## config.mk

```make
export PLATFORM = sky130hd
export DESIGN_NAME = world_pixel_source
export DESIGN_NICKNAME = d
export VERILOG_FILES = /design/src/rtl/world_pixel_source.sv
export SDC_FILE = /design/constraint.sdc
export NUM_CORES = 1
export LEC_CHECK = 0
export ABC_AREA = 1
export CORE_MARGIN = 3
export CORE_UTILIZATION = 54
export DETAILED_ROUTE_END_ITERATION = 16
export PLACE_DENSITY = 0.78
export SLEW_MARGIN = 10
export SYNTH_ARGS = -nofsm -noshare
export SYNTH_HDL_FRONTEND = slang
export SYNTH_SLANG_ARGS = --single-unit
export TNS_END_PERCENT = 10
```

## constraint.sdc

```tcl
create_clock -name clk -period 1.45 [get_ports clk]
set_input_delay 0.29 -clock clk [delete_from_list [all_inputs] [get_ports clk]]
set_output_delay 0.29 -clock clk [all_outputs]
set_load 0.05 [all_outputs]
```

## src/rtl/world_pixel_source.sv

```systemverilog
// rtl/world_pixel_source.sv - 640x480@60 VGA timing with a world-map pixel fetch aligned to the timing outputs
module world_pixel_source #(
  parameter int H_VISIBLE = 640,
  parameter int H_FP      = 16,
  parameter int H_SYNC    = 96,
  parameter int H_BP      = 48,
  parameter int V_VISIBLE = 480,
  parameter int V_FP      = 10,
  parameter int V_SYNC    = 2,
  parameter int V_BP      = 33,
  parameter int MAP_SHIFT = 2,
  parameter int MAP_COLS  = 128
) (
  input  logic        clk,
  input  logic        reset_n,
  input  logic [1:0]  map_data,
  output logic [13:0] map_addr,
  output logic        horiz_sync,
  output logic        vert_sync,
  output logic        video_on,
  output logic [9:0]  pixel_row,
  output logic [9:0]  pixel_column,
  output logic [1:0]  world_pixel
);

  localparam int H_TOTAL = H_VISIBLE + H_FP + H_SYNC + H_BP;
  localparam int V_TOTAL = V_VISIBLE + V_FP + V_SYNC + V_BP;

  localparam logic [9:0]  H_LAST   = 10'(H_TOTAL - 1);
  localparam logic [9:0]  V_LAST   = 10'(V_TOTAL - 1);
  localparam logic [9:0]  H_VIS    = 10'(H_VISIBLE);
  localparam logic [9:0]  V_VIS    = 10'(V_VISIBLE);
  localparam logic [9:0]  HS_START = 10'(H_VISIBLE + H_FP);
  localparam logic [9:0]  HS_END   = 10'(H_VISIBLE + H_FP + H_SYNC);
  localparam logic [9:0]  VS_START = 10'(V_VISIBLE + V_FP);
  localparam logic [9:0]  VS_END   = 10'(V_VISIBLE + V_FP + V_SYNC);
  // The map may be narrower than the screen; one extra bit keeps the compare safe for any width.
  localparam logic [10:0] MAP_END  = 11'(MAP_COLS << MAP_SHIFT);

  // Stage 0: raster counters
  logic [9:0] h_cnt_q, h_cnt_d;
  logic [9:0] v_cnt_q, v_cnt_d;

  // Stage 0 decode (combinational)
  logic        vis_s0;
  logic        hs_s0;
  logic        vs_s0;
  logic        in_map_s0;
  logic [13:0] addr_s0;

  // Stage 1: address issued to the map RAM, controls carried alongside
  logic        s1_vis_q, s1_vis_d;
  logic        s1_hs_q, s1_hs_d;
  logic        s1_vs_q, s1_vs_d;
  logic        s1_in_map_q, s1_in_map_d;
  logic [9:0]  s1_h_q, s1_h_d;
  logic [9:0]  s1_v_q, s1_v_d;
  logic [13:0] map_addr_q, map_addr_d;

  // Stage 2: map RAM is producing data for the stage-1 address
  logic        s2_vis_q, s2_vis_d;
  logic        s2_hs_q, s2_hs_d;
  logic        s2_vs_q, s2_vs_d;
  logic        s2_in_map_q, s2_in_map_d;
  logic [9:0]  s2_h_q, s2_h_d;
  logic [9:0]  s2_v_q, s2_v_d;

  // Stage 3: all outputs registered together
  logic        video_on_q, video_on_d;
  logic        horiz_sync_q, horiz_sync_d;
  logic        vert_sync_q, vert_sync_d;
  logic [9:0]  pixel_row_q, pixel_row_d;
  logic [9:0]  pixel_column_q, pixel_column_d;
  logic [1:0]  world_pixel_q, world_pixel_d;

  // Raster advance: h wraps every line, v steps only on h wrap
  always_comb begin
    h_cnt_d = h_cnt_q + 10'd1;
    v_cnt_d = v_cnt_q;
    if (h_cnt_q == H_LAST) begin
      h_cnt_d = 10'd0;
      if (v_cnt_q == V_LAST) begin
        v_cnt_d = 10'd0;
      end else begin
        v_cnt_d = v_cnt_q + 10'd1;
      end
    end
  end

  // Decode visibility, sync windows and map coverage from the raw counters
  always_comb begin
    vis_s0    = (h_cnt_q < H_VIS) && (v_cnt_q < V_VIS);
    hs_s0     = !((h_cnt_q >= HS_START) && (h_cnt_q < HS_END));
    vs_s0     = !((v_cnt_q >= VS_START) && (v_cnt_q < VS_END));
    in_map_s0 = vis_s0 && ({1'b0, h_cnt_q} < MAP_END);
    // One map cell covers 4x4 screen pixels; blanking addresses are harmless reads.
    addr_s0   = {v_cnt_q[8:2], h_cnt_q[8:2]};
  end

  // Stage 1 next state: launch the RAM read and capture the decoded controls
  always_comb begin
    s1_vis_d    = vis_s0;
    s1_hs_d     = hs_s0;
    s1_vs_d     = vs_s0;
    s1_in_map_d = in_map_s0;
    s1_h_d      = h_cnt_q;
    s1_v_d      = v_cnt_q;
    map_addr_d  = addr_s0;
  end

  // Stage 2 next state: hold the controls while the RAM read completes
  always_comb begin
    s2_vis_d    = s1_vis_q;
    s2_hs_d     = s1_hs_q;
    s2_vs_d     = s1_vs_q;
    s2_in_map_d = s1_in_map_q;
    s2_h_d      = s1_h_q;
    s2_v_d      = s1_v_q;
  end

  // Stage 3 next state: mask RAM data outside the map, zero coordinates in blanking
  always_comb begin
    video_on_d     = s2_vis_q;
    horiz_sync_d   = s2_hs_q;
    vert_sync_d    = s2_vs_q;
    pixel_row_d    = s2_vis_q ? s2_v_q : 10'd0;
    pixel_column_d = s2_vis_q ? s2_h_q : 10'd0;
    world_pixel_d  = s2_in_map_q ? map_data : 2'b00;
  end

  // Every stage updates each clock; reset parks syncs inactive so none glitch after release
  always_ff @(posedge clk) begin
    if (!reset_n) begin
      h_cnt_q        <= 10'd0;
      v_cnt_q        <= 10'd0;
      s1_vis_q       <= 1'b0;
      s1_hs_q        <= 1'b1;
      s1_vs_q        <= 1'b1;
      s1_in_map_q    <= 1'b0;
      s1_h_q         <= 10'd0;
      s1_v_q         <= 10'd0;
      map_addr_q     <= 14'd0;
      s2_vis_q       <= 1'b0;
      s2_hs_q        <= 1'b1;
      s2_vs_q        <= 1'b1;
      s2_in_map_q    <= 1'b0;
      s2_h_q         <= 10'd0;
      s2_v_q         <= 10'd0;
      video_on_q     <= 1'b0;
      horiz_sync_q   <= 1'b1;
      vert_sync_q    <= 1'b1;
      pixel_row_q    <= 10'd0;
      pixel_column_q <= 10'd0;
      world_pixel_q  <= 2'b00;
    end else begin
      h_cnt_q        <= h_cnt_d;
      v_cnt_q        <= v_cnt_d;
      s1_vis_q       <= s1_vis_d;
      s1_hs_q        <= s1_hs_d;
      s1_vs_q        <= s1_vs_d;
      s1_in_map_q    <= s1_in_map_d;
      s1_h_q         <= s1_h_d;
      s1_v_q         <= s1_v_d;
      map_addr_q     <= map_addr_d;
      s2_vis_q       <= s2_vis_d;
      s2_hs_q        <= s2_hs_d;
      s2_vs_q        <= s2_vs_d;
      s2_in_map_q    <= s2_in_map_d;
      s2_h_q         <= s2_h_d;
      s2_v_q         <= s2_v_d;
      video_on_q     <= video_on_d;
      horiz_sync_q   <= horiz_sync_d;
      vert_sync_q    <= vert_sync_d;
      pixel_row_q    <= pixel_row_d;
      pixel_column_q <= pixel_column_d;
      world_pixel_q  <= world_pixel_d;
    end
  end

  assign map_addr     = map_addr_q;
  assign horiz_sync   = horiz_sync_q;
  assign vert_sync    = vert_sync_q;
  assign video_on     = video_on_q;
  assign pixel_row    = pixel_row_q;
  assign pixel_column = pixel_column_q;
  assign world_pixel  = world_pixel_q;

endmodule
```

==> metrics.txt, run 1 <==
layout cells sized above 1 0.204; share of power burned in registers 0.587; Detail Route Antenna Nets 0; clock share of power 0.384; top-area cell type share of the netlist area 0.568; MaxCap Viol Count 0; clk_lat worst skew 0.35 ns; Post-synth EDFFs 0; post-DP HPWL 4410 um; Slew headroom 0.816; final setup violating endpoints 0; Seq/Total Area, Yosys 0.568; Core ar. 5680 um2; total power 4.41 mW; Worst setup EP type register; drt drc 0; FF-to-FF End h_cnt_q[8]$_SDFF_PP0_; Sinks on Clock Net 93; worst-path fanout max 4; CTS root buf clkbuf_8; post-synthesis cell count 405; Pwr Density 1010 nW/um2; Final Slew Violations 0; fmax 736 MHz; Net count, final 459; GP Congestion 0.871; Overall Global Routing Usage 0.182; startpoint types register; initial core utilization 0.578; Crit path largest cell delay 0.36 ns; CP bufs+invs 2; CP Depth 7; die area 7050 um2; measured slew at the worst slew-check pin 0.275 ns; vias per inst 4.51; Hold Path Class in2reg; Mapped Area 3280 um2; maximum vdd drop 0.677 mV; largest net degree at the start of global routing 22; Crit Path Class reg2reg; #FFs+latches synth 93; initial DRC count 74; fraction of registers with async set/reset 0; die height 83.9 um; initial antenna violation count 0; CP dominant cell by count nand2_1; PortBufs 42; placed cell count 512; Finished Layout Cells 528; vias in the first global route 2207; drt pass-1 iters 5; post-layout util 0.767; GR Overflow Total 0; most instantiated cells after synthesis 93 x dfxtp_1, 90 x inv_1, 86 x nand2_1, 55 x nor2_1, 17 x nand3_1; CTS clk-pin slew, worst paths 0.09 ns; crit path capture h_cnt_q[8]$_SDFF_PP0_; worst path cell trace ha_2, nand2_1, inv_1, nand2_1, buf_4, o21ai_0, a21oi_1; most frequent cell after synthesis dfxtp_1; status complete, no violations; unrepaired setup endpoints after global routing true; P&R area growth vs syn 32.6%; slowest CP cell dfxtp_2; Leak 2.11 nW; CTS Buf Count 9; Post-synth top flop dfxtp_1; worst setup path start h_cnt_q[1]$_SDFF_PP0_; die width 83.9 um; final wirelength 6060 um; reg2reg start h_cnt_q[1]$_SDFF_PP0_; reg2reg setup slack 0.09 ns; P_sw 979 uW; Period Utilization, post-route 0.937; ant diodes 0; Cell Rows 27; DR vias 2379; Comb power frac 0.029; synth top area cells dfxtp_1 57%, inv_1 10%, nand2_1 9.8%; critical path's top delay family flip-flops; worst clock skew 0.0111 ns; Pint 3.43 mW; CTS tree done; WL/cell 11.5 um; largest area contributor in the netlist dfxtp_1; yosys warns 0; Reg2Reg Depth 7; clk buf depth 2; min Tclk post-route 1.36 ns; crit path DAT 1.60 ns; first-pass GRT wire length 10200 um; post-synth cell types 22; Syn Area/Cell 8.10 um2; sw frac 0.222; Worst EP required 1.69 ns; CTS H-tree depth 3; I/O pin total 43; Net Count, Synth 413; Final Hold Vio Count 0
-- metal layers --
layer  up-vias  wire, um  GRT usage
li1       1257         -          -
met1      1069      2780      0.229
met2        48      2980      0.296
met3         5       232     0.0365
met4         0        65     0.0921
met5         -         0          0
-- cells in the final DEF (no fill, tap or decap), drive strengths merged, types with 3 or more instances in the layout --
master / synthesis / routed
xor2: 3 / 3
or2: 5 / 5
dfxtp: 93 / 93
clkbuf: 0 / 9
a21oi: 5 / 5
nor3: 3 / 3
o21ai: 4 / 4
nor2: 58 / 58
nand4: 5 / 5
buf: 21 / 54
ha: 4 / 4
nand3: 18 / 18
inv: 92 / 94
nand2: 90 / 90
-- tightest hold or removal path, stage by stage --
cell	delay [ns]
buf_2	0.18
nand2_1	0.09
inv_1	0.04
-- registers in the layout (all words and copies together) (netlist names) --
| name | count |
|---|---|
| horiz_sync | 1 |
| s1_vis_q | 1 |
| video_on | 1 |
| horiz_sync_d | 1 |
| pixel_row | 10 |
| h_cnt_q | 10 |
| s2_in_map_q | 1 |
| s2_vs_q | 1 |
| world_pixel | 2 |
| s2_h_q | 10 |
| s1_in_map_q | 1 |
| vert_sync | 1 |
| s1_v_d | 10 |
| s1_h_q | 10 |
| s2_vis_q | 1 |
| s1_hs_q | 1 |
| pixel_column | 10 |
| s1_vs_q | 1 |
| s1_v_q | 10 |
| s2_v_q | 10 |
-- logic make-up after synthesis --
family	share of synthesized area
XOR/XNOR	0.00801
buffers and inverters	0.149
AO/OA/AOI/OAI	0.0137
AND/OR/NAND/NOR	0.247
adder cells (fa/ha/maj)	0.0153
flip-flops	0.568
-- what timing repair did --
action,in CTS,in global routing
setup buffers,0,0
hold buffers,0,0
setup endpoints to repair,0,13
gates resized for setup,0,8
endpoints found under the hold margin,0,0
-- worst min path at each step --
stage / start / end / slack, ns / depth (start not counted)
floorplan: s1_h_q[0]$_SDFF_PN0_ / s2_h_q[0]$_SDFF_PN0_ / 0.39 / 2
global placement: s1_v_q[1]$_SDFF_PN0_ / s2_v_q[1]$_SDFF_PN0_ / 0.39 / 2
detailed placement: s1_h_q[9]$_SDFF_PN0_ / s2_h_q[9]$_SDFF_PN0_ / 0.40 / 2
CTS: reset_n / s1_v_q[2]$_SDFF_PN0_ / 0.26 / 3
global route: reset_n / s1_v_q[3]$_SDFF_PN0_ / 0.27 / 3
finish: reset_n / s1_v_q[3]$_SDFF_PN0_ / 0.29 / 3
-- stage by stage --
stage	TNS [ns]	cell area (um2)	worst slack [ns]	hold slack, ns
final	0	4350	0.0918	0.289
after CTS	0	4340	0.0449	0.259
after floorplan	0	3280	0.117	0.390
after global routing	-0.0173	4350	-0.0173	0.272
after detailed placement	0	4140	0.0590	0.398
after global placement	0	4140	0.104	0.395
-- power groups by stage --
stage	registers (mW)	clock network, mW	logic, mW
2_1_floorplan	2.65	0	0.0670
3_3_place_gp	2.65	0	0.124
3_5_place_dp	2.65	0	0.128
4_1_cts	2.59	1.74	0.128
5_1_grt	2.59	1.83	0.139
6_report	2.59	1.69	0.127
-- final cells by class --
| cell class | instances | area [um2] |
|---|---|---|
| Tap cell | 72 | 90.1 |
| Clock inverter | 7 | 72.6 |
| Clock buffer | 9 | 124 |
| Multi-Input combinational cell | 199 | 941 |
| Timing Repair Buffer | 56 | 911 |
| Sequential cell | 93 | 1870 |
| Inverter | 92 | 345 |
| Fill cell | 387 | 1320 |
Note: power is estimated with default switching activity, not from simulation.
==> run 2, diff against run 1 <==
--- a/config.mk
+++ b/config.mk
@@ -11,3 +11,3 @@
 export DETAILED_ROUTE_END_ITERATION = 16
-export PLACE_DENSITY = 0.78
+export PLACE_DENSITY = 0.87
 export SLEW_MARGIN = 10
==> constraint.sdc (replaced) <==
create_clock -name clk -period 1.45 [get_ports clk]
set_input_delay 0.145 -clock clk [delete_from_list [all_inputs] [get_ports clk]]
set_output_delay 0.145 -clock clk [all_outputs]
set_load 0.05 [all_outputs]
==> run 2 against run 1 <==
Net effect: wire length shrank 0.23%; largest power group unchanged; via count grew 1.1%; largest cell class unchanged; power grew 3.6%; global-route usage grew 0.21 points.
==> metrics.txt, run 2 (same netlist as run 1, synthesis figures left out) <==
Crit Path Class reg2reg (unchanged); worst clock skew 0.00901 ns (was 0.0111 ns); Hold Path Class in2reg (unchanged); initial core utilization 0.578 (unchanged); clk_lat worst skew 0.35 ns (about the same); Pwr Density 1190 nW/um2 (was 1010 nW/um2); number of stages on the worst hold path 3 (unchanged); CTS root buf clkbuf_8 (unchanged); Final Slew Violations 0 (unchanged); WHS Endpoint s1_v_q[7]$_SDFF_PN0_ (was s1_v_q[3]$_SDFF_PN0_); CTS tree done (unchanged); startpoint types register (unchanged); final wirelength 6050 um (was 6060 um); MaxCap Viol Count 0 (unchanged); Worst EP required 1.71 ns (was 1.69 ns); crit path DAT 1.59 ns (was 1.60 ns); final worst setup slack 0.114 ns (was 0.0918 ns); DR vias 2405 (was 2379); initial DRC count 89 (was 74); Detail Route Antenna Nets 0 (unchanged); final setup violating endpoints 0 (unchanged); Slew headroom 0.808 (was 0.816); post-DP HPWL 4130 um (was 4410 um); share of power burned in registers 0.566 (was 0.587); drt pass-1 iters 4 (was 5); WL/cell 11.6 um (was 11.5 um); Overall Global Routing Usage 0.184 (was 0.182); measured slew at the worst slew-check pin 0.288 ns (was 0.275 ns); P&R area growth vs syn 17.4% (was 32.6%); ant diodes 0 (unchanged); Pint 3.59 mW (was 3.43 mW); die area 7050 um2 (unchanged); HP Start reset_n (unchanged); die height 83.9 um (unchanged); CTS H-tree depth 3 (unchanged); PortBufs 42 (unchanged); GR Overflow Total 0 (unchanged); most frequent cells in the layout 90 x inv_1, 90 x dfxtp_1, 86 x nand2_1 (was 90 x inv_1, 88 x dfxtp_1, 86 x nand2_1); FF-to-FF End s1_v_d[4]$_SDFFE_PN0N_ (was h_cnt_q[8]$_SDFF_PP0_); Final Hold Vio Count 0 (unchanged); worst-path fanout max 10 (was 4); CTS clk-pin slew, worst paths 0.09 ns (about the same); vias in the first global route 2333 (was 2207); unrepaired setup endpoints after global routing true (unchanged); worst setup path start h_cnt_q[1]$_SDFF_PP0_ (unchanged); Net count, final 455 (was 459); fmax 749 MHz (was 736 MHz); P_sw 974 uW (was 979 uW); maximum vdd drop 0.898 mV (was 0.677 mV); reg2reg start h_cnt_q[1]$_SDFF_PP0_ (unchanged); Place WS 0.0330 ns (was 0.0590 ns); I/O pin total 43 (unchanged); vias per inst 4.60 (was 4.51); Reg2Reg Depth 8 (was 7); min Tclk post-route 1.34 ns (was 1.36 ns); largest net degree at the start of global routing 22 (unchanged); post-route setup TNS 0 ns (unchanged); Comb power frac 0.025 (was 0.029); Leak 1.99 nW (was 2.11 nW); Cell Rows 27 (unchanged); die width 83.9 um (unchanged); status complete, no violations (unchanged); Sinks on Clock Net 93 (unchanged); Worst setup EP type register (unchanged); first-pass GRT wire length 10400 um (was 10200 um); GP Congestion 0.890 (was 0.871); CTS Buf Count 9 (unchanged); Core ar. 5680 um2 (unchanged); Period Utilization, post-route 0.921 (was 0.937); sw frac 0.213 (was 0.222); initial antenna violation count 0 (unchanged); layout cells sized above 1 0.188 (was 0.204); reg2reg setup slack 0.11 ns (was 0.09 ns); drt drc 0 (unchanged); clk buf depth 2 (unchanged); clock share of power 0.409 (was 0.384)
[run 2: cell types whose count changed in the layout (fill, tap and decap cells not counted), moves of 2 or more]
cell | previous run | this run
buf_4 | 14 | 49
clkinv_2 | 2 | 0
dfxtp_2 | 5 | 3
dfxtp_1 | 88 | 90
buf_12 | 39 | 0
[run 2: stage by stage]
step | hold slack, ns | std cells | instance area (um2) | utilization | power [mW]
floorplan | 0.304 | 405 | 3280 | - | 2.72
global placement | 0.394 | 508 | 3620 | 0.638 | 2.75
detailed placement | 0.399 | 508 | 3620 | 0.638 | 2.76
CTS | 0.123 | 523 | 3840 | 0.677 | 4.59
global route | 0.152 | 523 | 3850 | 0.679 | 4.70
finish | 0.126 | 523 | 3850 | 0.679 | 4.57
[run 2: layout make-up]
type	instances	area (um2)
sequential	93	1870
fill	431	1820
multi-input combinational	199	938
timing repair buffer	52	393
inverter	92	345
clock buffer	9	124
clock inverter	6	95.1
tap	72	90.1
[run 2: worst max-delay path by stage]
stage | endpoint | slack, ns | depth (start not counted)
3_5_place_dp | s1_v_d[4]$_SDFFE_PN0N_ | 0.03 | 8
6_report | s1_v_d[4]$_SDFFE_PN0N_ | 0.11 | 8
3_3_place_gp | s1_v_d[3]$_SDFFE_PN0N_ | 0.11 | 9
4_1_cts | s1_v_d[4]$_SDFFE_PN0N_ | 0.02 | 8
5_1_grt | s1_v_d[4]$_SDFFE_PN0N_ | -0.03 | 7
2_1_floorplan | s1_v_d[7]$_SDFFE_PN0N_ | 0.12 | 8
[run 2: power by group through the flow]
stage	Sequential, mW	Clock [mW]	Combinational, mW
after floorplan	2.65	0	0.0670
after global placement	2.64	0	0.111
after detailed placement	2.65	0	0.114
after CTS	2.59	1.89	0.115
after global routing	2.59	1.98	0.127
final	2.59	1.87	0.114
[run 2: repair_timing]
action                                  CTS  global route
endpoints found under the setup margin    0            13
buffers inserted                          0             0
resized for setup                         0             5
hold buffers                              0             0
[run 2: critical path, stage by stage (launching register included)]
cell	delay [ns]
dfxtp_2	0.37
ha_1	0.17
nand2_1	0.10
nor2_4	0.17
nand2_4	0.11
nand2_8	0.11
nand2_4	0.09
inv_2	0.08
nor2_1	0.05
[run 2: per-layer routing]
metal  global-route usage  vias to the layer above  share of wire
met4               0.0906                        0          0.019
met1                0.215                     1080           0.43
met3               0.0316                        9          0.052
li1                     -                     1248              -
met5                    0                        -              0
met2                0.324                       68           0.50
